$ cat config.mk
export PLATFORM = sky130hd
export DESIGN_NAME = result_display_scanner
export DESIGN_NICKNAME = d
export VERILOG_FILES = /design/src/rtl/result_display_scanner.sv
export SDC_FILE = /design/constraint.sdc
export NUM_CORES = 1
export LEC_CHECK = 0
export CAP_MARGIN = 20
export CORE_MARGIN = 2
export CORE_UTILIZATION = 60
export DETAILED_ROUTE_END_ITERATION = 8
export PLACE_DENSITY_LB_ADDON = 0.15
export SLEW_MARGIN = 25
export SYNTH_ARGS = -nofsm -noshare
export SYNTH_HDL_FRONTEND = slang
export SYNTH_SLANG_ARGS = --single-unit
$ cat constraint.sdc
create_clock -name clk -period 3.95 [get_ports clk]
set_input_delay 0.395 -clock clk [delete_from_list [all_inputs] [get_ports clk]]
set_output_delay 0.395 -clock clk [all_outputs]
set_load 0.005 [all_outputs]
$ cat src/rtl/result_display_scanner.sv
// rtl/result_display_scanner.sv - captures BNN results into a short history and scans them onto a 4-digit 7-segment display
// Optional feature macro: STATUS_DIGIT_EN (digit 3 shows status_code, history depth 3)

module result_display_scanner #(
    parameter int REFRESH_DIV = 100000,
    parameter int FLASH_LEN   = 50000000
) (
    input  logic       clk,
    input  logic       rst,
    input  logic [3:0] result_in,
    input  logic       result_ready,
    input  logic       clear,
    input  logic [3:0] status_code,
    output logic [6:0] seg,
    output logic [3:0] an,
    output logic       dp,
    output logic [7:0] result_count
);

`ifdef STATUS_DIGIT_EN
    localparam int DEPTH = 3;
`else
    localparam int DEPTH = 4;
`endif
    localparam int RW = $clog2(REFRESH_DIV);
    localparam int FW = $clog2(FLASH_LEN + 1);

    localparam logic [6:0] SEG_BLANK = 7'b1111111;
    localparam logic [6:0] SEG_DASH  = 7'b0111111;

    // Decimal digit patterns; anything above 9 is shown as a dash
    function automatic logic [6:0] dec_seg(input logic [3:0] v);
        logic [6:0] s;
        case (v)
            4'd0:    s = 7'b1000000;
            4'd1:    s = 7'b1111001;
            4'd2:    s = 7'b0100100;
            4'd3:    s = 7'b0110000;
            4'd4:    s = 7'b0011001;
            4'd5:    s = 7'b0010010;
            4'd6:    s = 7'b0000010;
            4'd7:    s = 7'b1111000;
            4'd8:    s = 7'b0000000;
            4'd9:    s = 7'b0010000;
            default: s = SEG_DASH;
        endcase
        return s;
    endfunction

`ifdef STATUS_DIGIT_EN
    // Full hexadecimal patterns for the status digit
    function automatic logic [6:0] hex_seg(input logic [3:0] v);
        logic [6:0] s;
        case (v)
            4'hA:    s = 7'b0001000;
            4'hB:    s = 7'b0000011;
            4'hC:    s = 7'b1000110;
            4'hD:    s = 7'b0100001;
            4'hE:    s = 7'b0000110;
            4'hF:    s = 7'b0001110;
            default: s = dec_seg(v);
        endcase
        return s;
    endfunction
`else
    logic unused_status;
    assign unused_status = ^status_code;
`endif

    logic                        rdy_q,   rdy_d;
    logic [DEPTH-1:0][3:0]       hval_q,  hval_d;
    logic [DEPTH-1:0]            hvld_q,  hvld_d;
    logic [7:0]                  cnt_q,   cnt_d;
    logic [FW-1:0]               flash_q, flash_d;
    logic [RW-1:0]               ref_q,   ref_d;
    logic [1:0]                  sel_q,   sel_d;
    logic [6:0]                  seg_q,   seg_d;
    logic [3:0]                  an_q,    an_d;
    logic                        dp_q,    dp_d;
    logic                        capture;
    logic [3:0]                  cur_val;
    logic                        cur_vld;

    // Result capture, history shift, counter and flash timer; clear overrides capture
    always_comb begin
        capture = result_ready && !rdy_q;
        rdy_d   = result_ready;
        hval_d  = hval_q;
        hvld_d  = hvld_q;
        cnt_d   = cnt_q;
        flash_d = flash_q;
        if (clear) begin
            hvld_d  = '0;
            cnt_d   = 8'd0;
            flash_d = '0;
        end else if (capture) begin
            hval_d  = {hval_q[DEPTH-2:0], result_in};
            hvld_d  = {hvld_q[DEPTH-2:0], 1'b1};
            if (cnt_q != 8'hFF) begin
                cnt_d = cnt_q + 8'd1;
            end
            flash_d = FLASH_LEN[FW-1:0];
        end else if (flash_q != '0) begin
            flash_d = flash_q - 1'b1;
        end
    end

    // Refresh divider and digit selector
    always_comb begin
        ref_d = ref_q + 1'b1;
        sel_d = sel_q;
        if (ref_q == RW'(REFRESH_DIV - 1)) begin
            ref_d = '0;
            sel_d = sel_q + 2'd1;
        end
    end

    // Decode the selected digit into next segment, anode and dp values
    always_comb begin
        cur_val = 4'h0;
        cur_vld = 1'b0;
        for (int i = 0; i < DEPTH; i++) begin
            if (sel_q == 2'(i)) begin
                cur_val = hval_q[i];
                cur_vld = hvld_q[i];
            end
        end
`ifdef STATUS_DIGIT_EN
        if (sel_q == 2'd3) begin
            seg_d = hex_seg(status_code);
        end else begin
            seg_d = cur_vld ? dec_seg(cur_val) : SEG_BLANK;
        end
`else
        seg_d = cur_vld ? dec_seg(cur_val) : SEG_BLANK;
`endif
        an_d = ~(4'b0001 << sel_q);
        dp_d = !((sel_q == 2'd0) && (flash_q != '0) && hvld_q[0]);
    end

    // State and registered display outputs
    always_ff @(posedge clk) begin
        if (rst) begin
            rdy_q   <= 1'b1;
            hval_q  <= '0;
            hvld_q  <= '0;
            cnt_q   <= 8'd0;
            flash_q <= '0;
            ref_q   <= '0;
            sel_q   <= 2'd0;
            seg_q   <= SEG_BLANK;
            an_q    <= 4'b1111;
            dp_q    <= 1'b1;
        end else begin
            rdy_q   <= rdy_d;
            hval_q  <= hval_d;
            hvld_q  <= hvld_d;
            cnt_q   <= cnt_d;
            flash_q <= flash_d;
            ref_q   <= ref_d;
            sel_q   <= sel_d;
            seg_q   <= seg_d;
            an_q    <= an_d;
            dp_q    <= dp_d;
        end
    end

    assign seg          = seg_q;
    assign an           = an_q;
    assign dp           = dp_q;
    assign result_count = cnt_q;

endmodule
Yosys cells after proc, flatten, opt, wreduce, memory -nomap -nowiden
Memory sizes are Yosys's and may differ from the RTL's. A register that Yosys moved wholly into a read port is not among the register bits.
Cells that the tools add are included.
W data, S select, Z words.
Operators by class
  equal/unequal tests: 5
  $add $sub $neg: 4
  bitwise logic cells: 3
  reduce and logical (&&, ||, !) cells: 14
  shift-type cells: 1
  mux-type cells: 10
Operators by type and width (count)
  $mux W26: 2
  $reduce_bool A26 Y1: 1
  $sub A26 B1 Y26 const B: 1
  $add A17 B1 Y17 const B: 1
  $eq A17 B17 Y1 const B: 1
  $mux W4: 4
  $add A8 B1 Y8 const B: 1
  $ne A8 B8 Y1 const B: 1
  $reduce_or A2 Y1: 3
  $eq A2 B2 Y1 const B: 2
  $mux W1: 4
  $not A4 Y4: 1
  $reduce_and A2 Y1: 2
  $shl A1 B2 Y4 const A: 1
  $logic_and A1 B1 Y1: 3
  $reduce_or A3 Y1: 1
  $add A2 B1 Y2 const B: 1
  $eq A2 B1 Y1 const B: 1
  $logic_not A1 Y1: 2
  $logic_not A2 Y1: 1
  $not A1 Y1: 2
  $reduce_bool A2 Y1: 1
Storage, ports and cells
  memories kept: 1
  output and inout port bits: 20
  memory bits (read-only): 112
  register bits after elaboration: 79
Memories
  (name not given): depth 16, bits a word 7, rd ports 1, clocked after Yosys merged registers in 1, wr ports 0, line 34  | case (v)

Logic depth before layout (Yosys ltp)
Gate-level depths: netlist of run 1.
  word-level depth: 7
  mapped depth: 11
  depth with buffers taken out: 10

Least setup slack after synthesis of run 1
Ideal clock, no wire load.
  path kind: register to register
  start: register flash_q[12]
  end: register flash_q[24]
  setup slack: 1594 ps
  data required time: 3822 ps
  stages on the path, launching flop included: 9
  library setup time: 128 ps
  data arrival time: 2229 ps
  cells stage by stage: dfxtp_1 -> or4_4 -> buf_6 -> or4_4 -> buf_6 -> buf_6 -> nor4_4 -> mux2i_1 -> nor2_1
Between the ends
  word-level cells in the longest chain between the ends: 1
  elaborated cells on any way between the ends: 2
  classes of those cells: add/sub (1); reduce/logical (1)
RTL lines
  from (decl): line 74  | logic [FW-1:0] flash_q, flash_d;
  from (signal assigned): line 159  | flash_q <= flash_d;
  $sub A26 B1 Y26 or $reduce_bool A26 Y1 (tied branches): line 104, 103
Several ways; a longest one is shown, not always the timed one.
A chain may end at the register's enable or synchronous reset.

Worst setup path in the final report of run 1
  start: register flash_q[0]
  end: register flash_q[16]
Same word-level chain as after synthesis.

==> metrics.md, run 1 <==
| Metric | Value |
|---|---|
| Vias per cell | 5.67 |
| DP Cell Count | 541 |
| Post-CTS Setup Bufs | 0 |
| RR Endpoint | flash_q[16]$_SDFFE_PP0P_ |
| Max-Cap Viols | 0 |
| Die Footprint | 7230 um^2 |
| Final hold vios | 0 |
| CTS sink cnt | 86 |
| Synth Net Count | 482 |
| Max rail drop VDD | 0.000603 V |
| Crit end category | flop |
| Register area | 1720 um^2 |
| CTS resizes | 0 |
| Synth Area in Compound Gates | 13.8% |
| Io pins | 32 |
| Overall routing resource usage | 22.1% |
| Worst Path Arrival | 2.87 ns |
| Synth Area in XOR/XNOR | 8.22% |
| Hold Path Class | flop to flop |
| WS Path Type | flop to flop |
| Synthesized area | 3940 um^2 |
| Width of the die | 85.0 um |
| Post-synthesis sequential area ratio | 43.7% |
| Simple-gate share of the synthesized area | 24.9% |
| Hold Path Origin | ref_q[0]$_SDFF_PP0_ |
| Crit path largest cell delay | 0.66 ns |
| Worst-path clk slew | 0.08 ns |
| H-tree depth | 3 |
| EDFF count, synth | 0 |
| Syn Area/Cell | 8.60 um^2 |
| Area grow syn2layout | 12.9% |
| Routed len/inst | 13.2 um |
| Clock root cell | clkbuf_8 |
| Nets | 499 |
| Std cell rows | 29 |
| Post-route ant nets | 0 |
| Slew @ Worst Pin | 0.916 ns |
| Worst Setup Slack, final | 1.38 ns |
| Crit Path Max Fanout | 6 |
| #FFs+latches synth | 86 |
| Clock buffer depth | 2 |
| Ratio of cells with drive above 1 in the final layout | 7.08% |
| Unrepaired setup endpoints after global routing | no |
| Mux share of post-synthesis cell area | 1.27% |
| Flop2flop setup slack | 1.38 ns |
| Vias | 3,160 |
| CP endpoint | flash_q[16]$_SDFFE_PP0P_ |
| DR iter-0 viols | 197 |
| Leakage power | 0.00160 uW |
| Clk Latency, worst-skew pair | 0.36 ns |
| CP max-delay cell | nor3_1 |
| DP Worst Slack | 1.19 ns |
| # setup viols final | 0 |
| Slew Limit Fails | 0 |
| Worst Clk Skew | 0.00656 ns |
| WL final | 7330 um |
| Vias in the first global route | 3,002 |
| CTS tree | done |
| Req. time, crit path | 4.25 ns |
| Fin cells | 557 |
| DRC | 0 |
| CTS buffer count | 9 |
| Max Fclk | 390 MHz |
| Largest family of logic cells by synthesized area | simple AND/OR/NAND/NOR gates |
| Synthesized-area fraction occupied by adder cells | 3.81% |
| Post-DP HPWL | 4880 um |
| Setup_tns | 0 ns |
| Period minus WS final | 2.57 ns |
| Area of the multi-input gates | 2050 um^2 |
| GPL Wtd Cong | 0.845 |
| Initial antenna violation count | 0 |
| DP Area | 4210 um^2 |
| Main synth FF type | dfxtp_1 |
| Syn. warnings | 0 |
| Worst hold margin | 0.451 ns |
| Fillers | 525 |
| Cts hold-fix bufs | 0 |
| Power per cell area | 732 nW/um^2 |
| Largest net degree at the start of global routing | 28 |
| Initial Utilization | 62.0% |
| Syn Inst Count | 458 |
| First-pass GRT wire length | 13,000 um |
| Worst Setup SP | flash_q[0]$_SDFFE_PP0P_ |
| Crit path launch type | flop |
| Normalized max-slew margin | 38.5% |
| Drt first pass iters | 4 |
| Reg-to-Reg Start | flash_q[0]$_SDFFE_PP0P_ |
| Design area | 4450 um^2 |
| Area of the core | 6350 um^2 |
| CP Cell Sequence | inv_1 -> ha_1 -> or3b_1 -> nor3_1 -> o21ai_1 -> or4_1 -> nand2_1 |
| N_diodes | 0 |
| Unique masters post-synth | 46 |
| Outcome | finished, final reports clean |
| Remaining global-route overflow | 0 |
| Period utilisation layout | 64.9% |
| Die height | 85.0 um |
| IO Port Bufs | 27 |
| Worst Reg2Reg Path Length in Cells | 7 |
| Asr flop ratio synth | 0% |
==> cells in the mapped netlist (all sizes together) (6+ instances only) <==
master   n  area share (%)
nand3    8             1.0
nor3    11             1.7
a211oi   8             1.7
xnor2   12             2.7
ha      12             3.8
nand2   53             5.0
or4     10             2.2
nand4    6            0.95
xor2    25             5.6
nand2b   8             1.3
nor2b    6            0.95
nor2    55             5.2
clkbuf  20             1.9
o21ai   12             1.5
inv     16             1.5
nand3b   8             1.5
a21oi   43             5.5
dfxtp   86              44
o211ai   8             1.5
==> power by group <==
group          switching, uW  internal, uW  leakage, uW
clock network            296           407     0.000120
registers                103           981     0.000697
logic                    874           595     0.000782
total                   1270          1980      0.00160
==> state kept, by name, indices dropped and copies added, names as in the netlist <==
| signal | count |
|---|---|
| seg | 7 |
| hval_q | 16 |
| rdy_q | 1 |
| sel_q | 2 |
| flash_q | 26 |
| ref_q | 17 |
| an | 4 |
| dp | 1 |
| result_count | 8 |
| hvld_q | 4 |
==> final cells by class <==
class	count	area share (%)
clock buffer	13	3.80
clock inverter	3	1.46
inverter	16	1.35
multi-input combinational	333	46.1
sequential	86	38.7
tap	77	2.17
timing repair buffer	29	6.41
==> worst min-delay path by stage <==
stage | endpoint | slack, ns | depth (start not counted)
floorplan | ref_q[0]$_SDFF_PP0_ | 0.42 | 1
global placement | ref_q[0]$_SDFF_PP0_ | 0.43 | 1
detailed placement | ref_q[0]$_SDFF_PP0_ | 0.44 | 1
CTS | ref_q[0]$_SDFF_PP0_ | 0.45 | 1
global route | ref_q[0]$_SDFF_PP0_ | 0.46 | 1
finish | ref_q[0]$_SDFF_PP0_ | 0.45 | 1
==> critical path, delay by kind of cell (launching register included) <==
family / cells / cell delay (ns)
and+or+nand+nor: 4 / 1.64
DFF: 1 / 0.33
AOI/OAI and AO/OA: 1 / 0.25
adders and majority gates: 1 / 0.19
buffers and inverters: 1 / 0.10
==> through the flow <==
step / util [%] / power [uW]
after global routing: 70.1 / 3510
after global placement: 66.3 / 2510
final: 70.1 / 3260
after detailed placement: 66.3 / 2540
after floorplan: - / 2420
after CTS: 70.0 / 3260
==> cell families after synthesis <==
kind of cell    after synthesis
mux                           5
buf+inv                      39
fa+ha+maj                    12
xor+xnor                     37
simple gates                191
compound gates               88
flops                        86
==> metal layers <==
| metal | routed length (um) | vias up | track usage [%] |
|---|---|---|---|
| met5 | 0 | - | 0 |
| met4 | 116 | 0 | 11.1 |
| met3 | 315 | 9 | 4.18 |
| met2 | 3530 | 52 | 36.9 |
| met1 | 3370 | 1481 | 27.3 |
| li1 | - | 1618 | - |
==> cell usage in the layout (no fill, tap or decap), types with 4 or more instances in the layout <==
| cell | instances |
|---|---|
| nand4_1 | 6 |
| nor2b_1 | 6 |
| o21ai_0 | 11 |
| and3_1 | 5 |
| mux2i_1 | 5 |
| o31ai_1 | 5 |
| nand3_1 | 8 |
| xnor2_1 | 12 |
| nor3_1 | 9 |
| clkdlybuf4s50_1 | 27 |
| ha_1 | 12 |
| nor2_1 | 54 |
| a211oi_1 | 7 |
| nand3b_1 | 8 |
| nand2b_1 | 8 |
| nor3b_1 | 4 |
| or2_2 | 5 |
| or4_1 | 7 |
| a21oi_1 | 43 |
| nand2_1 | 53 |
| xor2_1 | 25 |
| dfxtp_1 | 86 |
| inv_1 | 16 |
| clkbuf_8 | 12 |
| o211ai_1 | 8 |
(Power assumes the default switching activity.)
==> run 2: changes to the inputs <==
- CORE_UTILIZATION: 60 -> 58
- clock period: 3.95 -> 2.5 ns (I/O delays scaled with it)
==> metrics.md, run 2 (same netlist as run 1, synthesis figures left out) <==
| Metric | Value |
|---|---|
| Outcome | finished, final reports clean |
| Final Util | 67.9% |
| Area grow syn2layout | 15.1% |
| Largest register FFs | 26 |
| Initial Utilization | 59.0% |
| Vias in the first global route | 2,901 |
| Crit path launch type | flop |
| Final hold vios | 0 |
| DR iter-0 viols | 141 |
| Power per cell area | 1150 nW/um^2 |
| Worst Path Arrival | 2.62 ns |
| Post-route ant nets | 0 |
| Nets | 509 |
| Std cell rows | 30 |
| # setup viols final | 0 |
| N_diodes | 0 |
| CTS buffer count | 9 |
| Req. time, crit path | 2.74 ns |
| Slew @ Worst Pin | 0.598 ns |
| Width of the die | 86.4 um |
| Area of the core | 6680 um^2 |
| Reg-to-Reg Start | flash_q[8]$_SDFFE_PP0P_ |
| DP Cell Count | 554 |
| WS Path Type | flop to flop |
| Io pins | 32 |
| Normalized max-slew margin | 60.2% |
| GPL Wtd Cong | 0.844 |
| Clock root cell | clkbuf_8 |
| Commonest non-fill, non-tap cell in the layout | dfxtp_1 |
| Drt first pass iters | 4 |
| Period minus WS final | 2.38 ns |
| Crit end category | flop |
| Die height | 86.4 um |
| First-pass GRT wire length | 12,800 um |
| Hold Path Class | input port to flop |
| Worst Setup SP | flash_q[8]$_SDFFE_PP0P_ |
| Clk Latency, worst-skew pair | 0.35 ns |
| Largest regs | flash_q x26, ref_q x17, hval_q x16 |
| CTS sink cnt | 86 |
| CTS tree | done |
| Leakage power | 0.00164 uW |
| Period utilisation layout | 95.1% |
| Setup_tns | 0 ns |
| Worst hold margin | 0.437 ns |
| Max rail drop VDD | 0.000794 V |
| Worst Clk Skew | 0.00667 ns |
| Routed len/inst | 12.9 um |
| H-tree depth | 3 |
| Most flops, register | flash_q |
| CTS resizes | 0 |
| Fin cells | 570 |
| Post-CTS Setup Bufs | 0 |
| Max-Cap Viols | 0 |
| Met3 wire length | 210 um |
| Slew Limit Fails | 0 |
| Cts hold-fix bufs | 0 |
| IO Port Bufs | 27 |
| Worst-path clk slew | 0.08 ns |
| Clock buffer depth | 2 |
| Vias per cell | 5.56 |
| Remaining global-route overflow | 0 |
| WL final | 7350 um |
| Crit Path Max Fanout | 12 |
| Commonest cells after routing, fill and taps aside | dfxtp_1 (86), nor2_1 (55), nand2_1 (53) |
| Top layer in use | met4 |
| Unrepaired setup endpoints after global routing | no |
| Ratio of cells with drive above 1 in the final layout | 8.98% |
| WL met2 | 3500 um |
| Max Fclk | 420 MHz |
| Initial antenna violation count | 0 |
| Die Footprint | 7470 um^2 |
| Largest net degree at the start of global routing | 27 |
| Post-DP HPWL | 5050 um |
| Vias | 3,168 |
| WL met1 | 3550 um |
| Hold Path Origin | result_in[1] |
| DRC | 0 |
| Overall routing resource usage | 21.3% |
[run 2: cell type report]
class	count	area, um^2
Timing Repair Buffer	39	360
Tap cell	80	100
Fill cell	576	2150
Inverter	16	60.1
Multi-Input combinational cell	333	2060
Clock inverter	6	110
Sequential cell	86	1720
Clock buffer	10	128
[run 2: stage by stage]
step | setup WS, ns | cell area, um^2 | power, uW
after global routing | 0.0132 | 4540 | 5630
after floorplan | 0.144 | 3940 | 3820
after global placement | 0.185 | 4290 | 4040
after CTS | 0.136 | 4530 | 5250
final | 0.122 | 4540 | 5230
after detailed placement | 0.164 | 4290 | 4080
[run 2: critical path, stage by stage, from the launching register on]
cell     delay [ns]
dfxtp_1        0.35
or4_4          0.59
or4_1          0.64
o31ai_1        0.44
xor2_1         0.19
nor2_1         0.05
[run 2: per-layer routing]
layer  global-route usage [%]  vias up
met1                     28.0     1481
met3                     4.95        8
met2                     34.4       44
met5                        0        -
li1                         -     1635
met4                     7.81        0
[run 2: final timing paths]
| path | to | slack, ns | depth (start not counted) |
|---|---|---|---|
| max | flash_q[5]$_SDFFE_PP0P_ | 0.12 | 5 |
| min | hval_q[1]$_SDFFE_PP0P_ | 0.44 | 3 |
| max reg2reg | flash_q[5]$_SDFFE_PP0P_ | 0.12 | 5 |
| min reg2reg | ref_q[0]$_SDFF_PP0_ | 0.45 | 1 |
[run 2: power breakdown]
part | leakage [uW] | total, uW | switching [uW] | internal, uW
Sequential | 0.000697 | 1720 | 166 | 1550
Clock | 0.000112 | 1140 | 475 | 662
Combinational | 0.000833 | 2370 | 1360 | 1010
==> run 3: changes to the inputs <==
- CTS_CLUSTER_SIZE: default -> 16
==> results of run 3 <==
Final layout, timing and power as in run 2 (identical DEF).
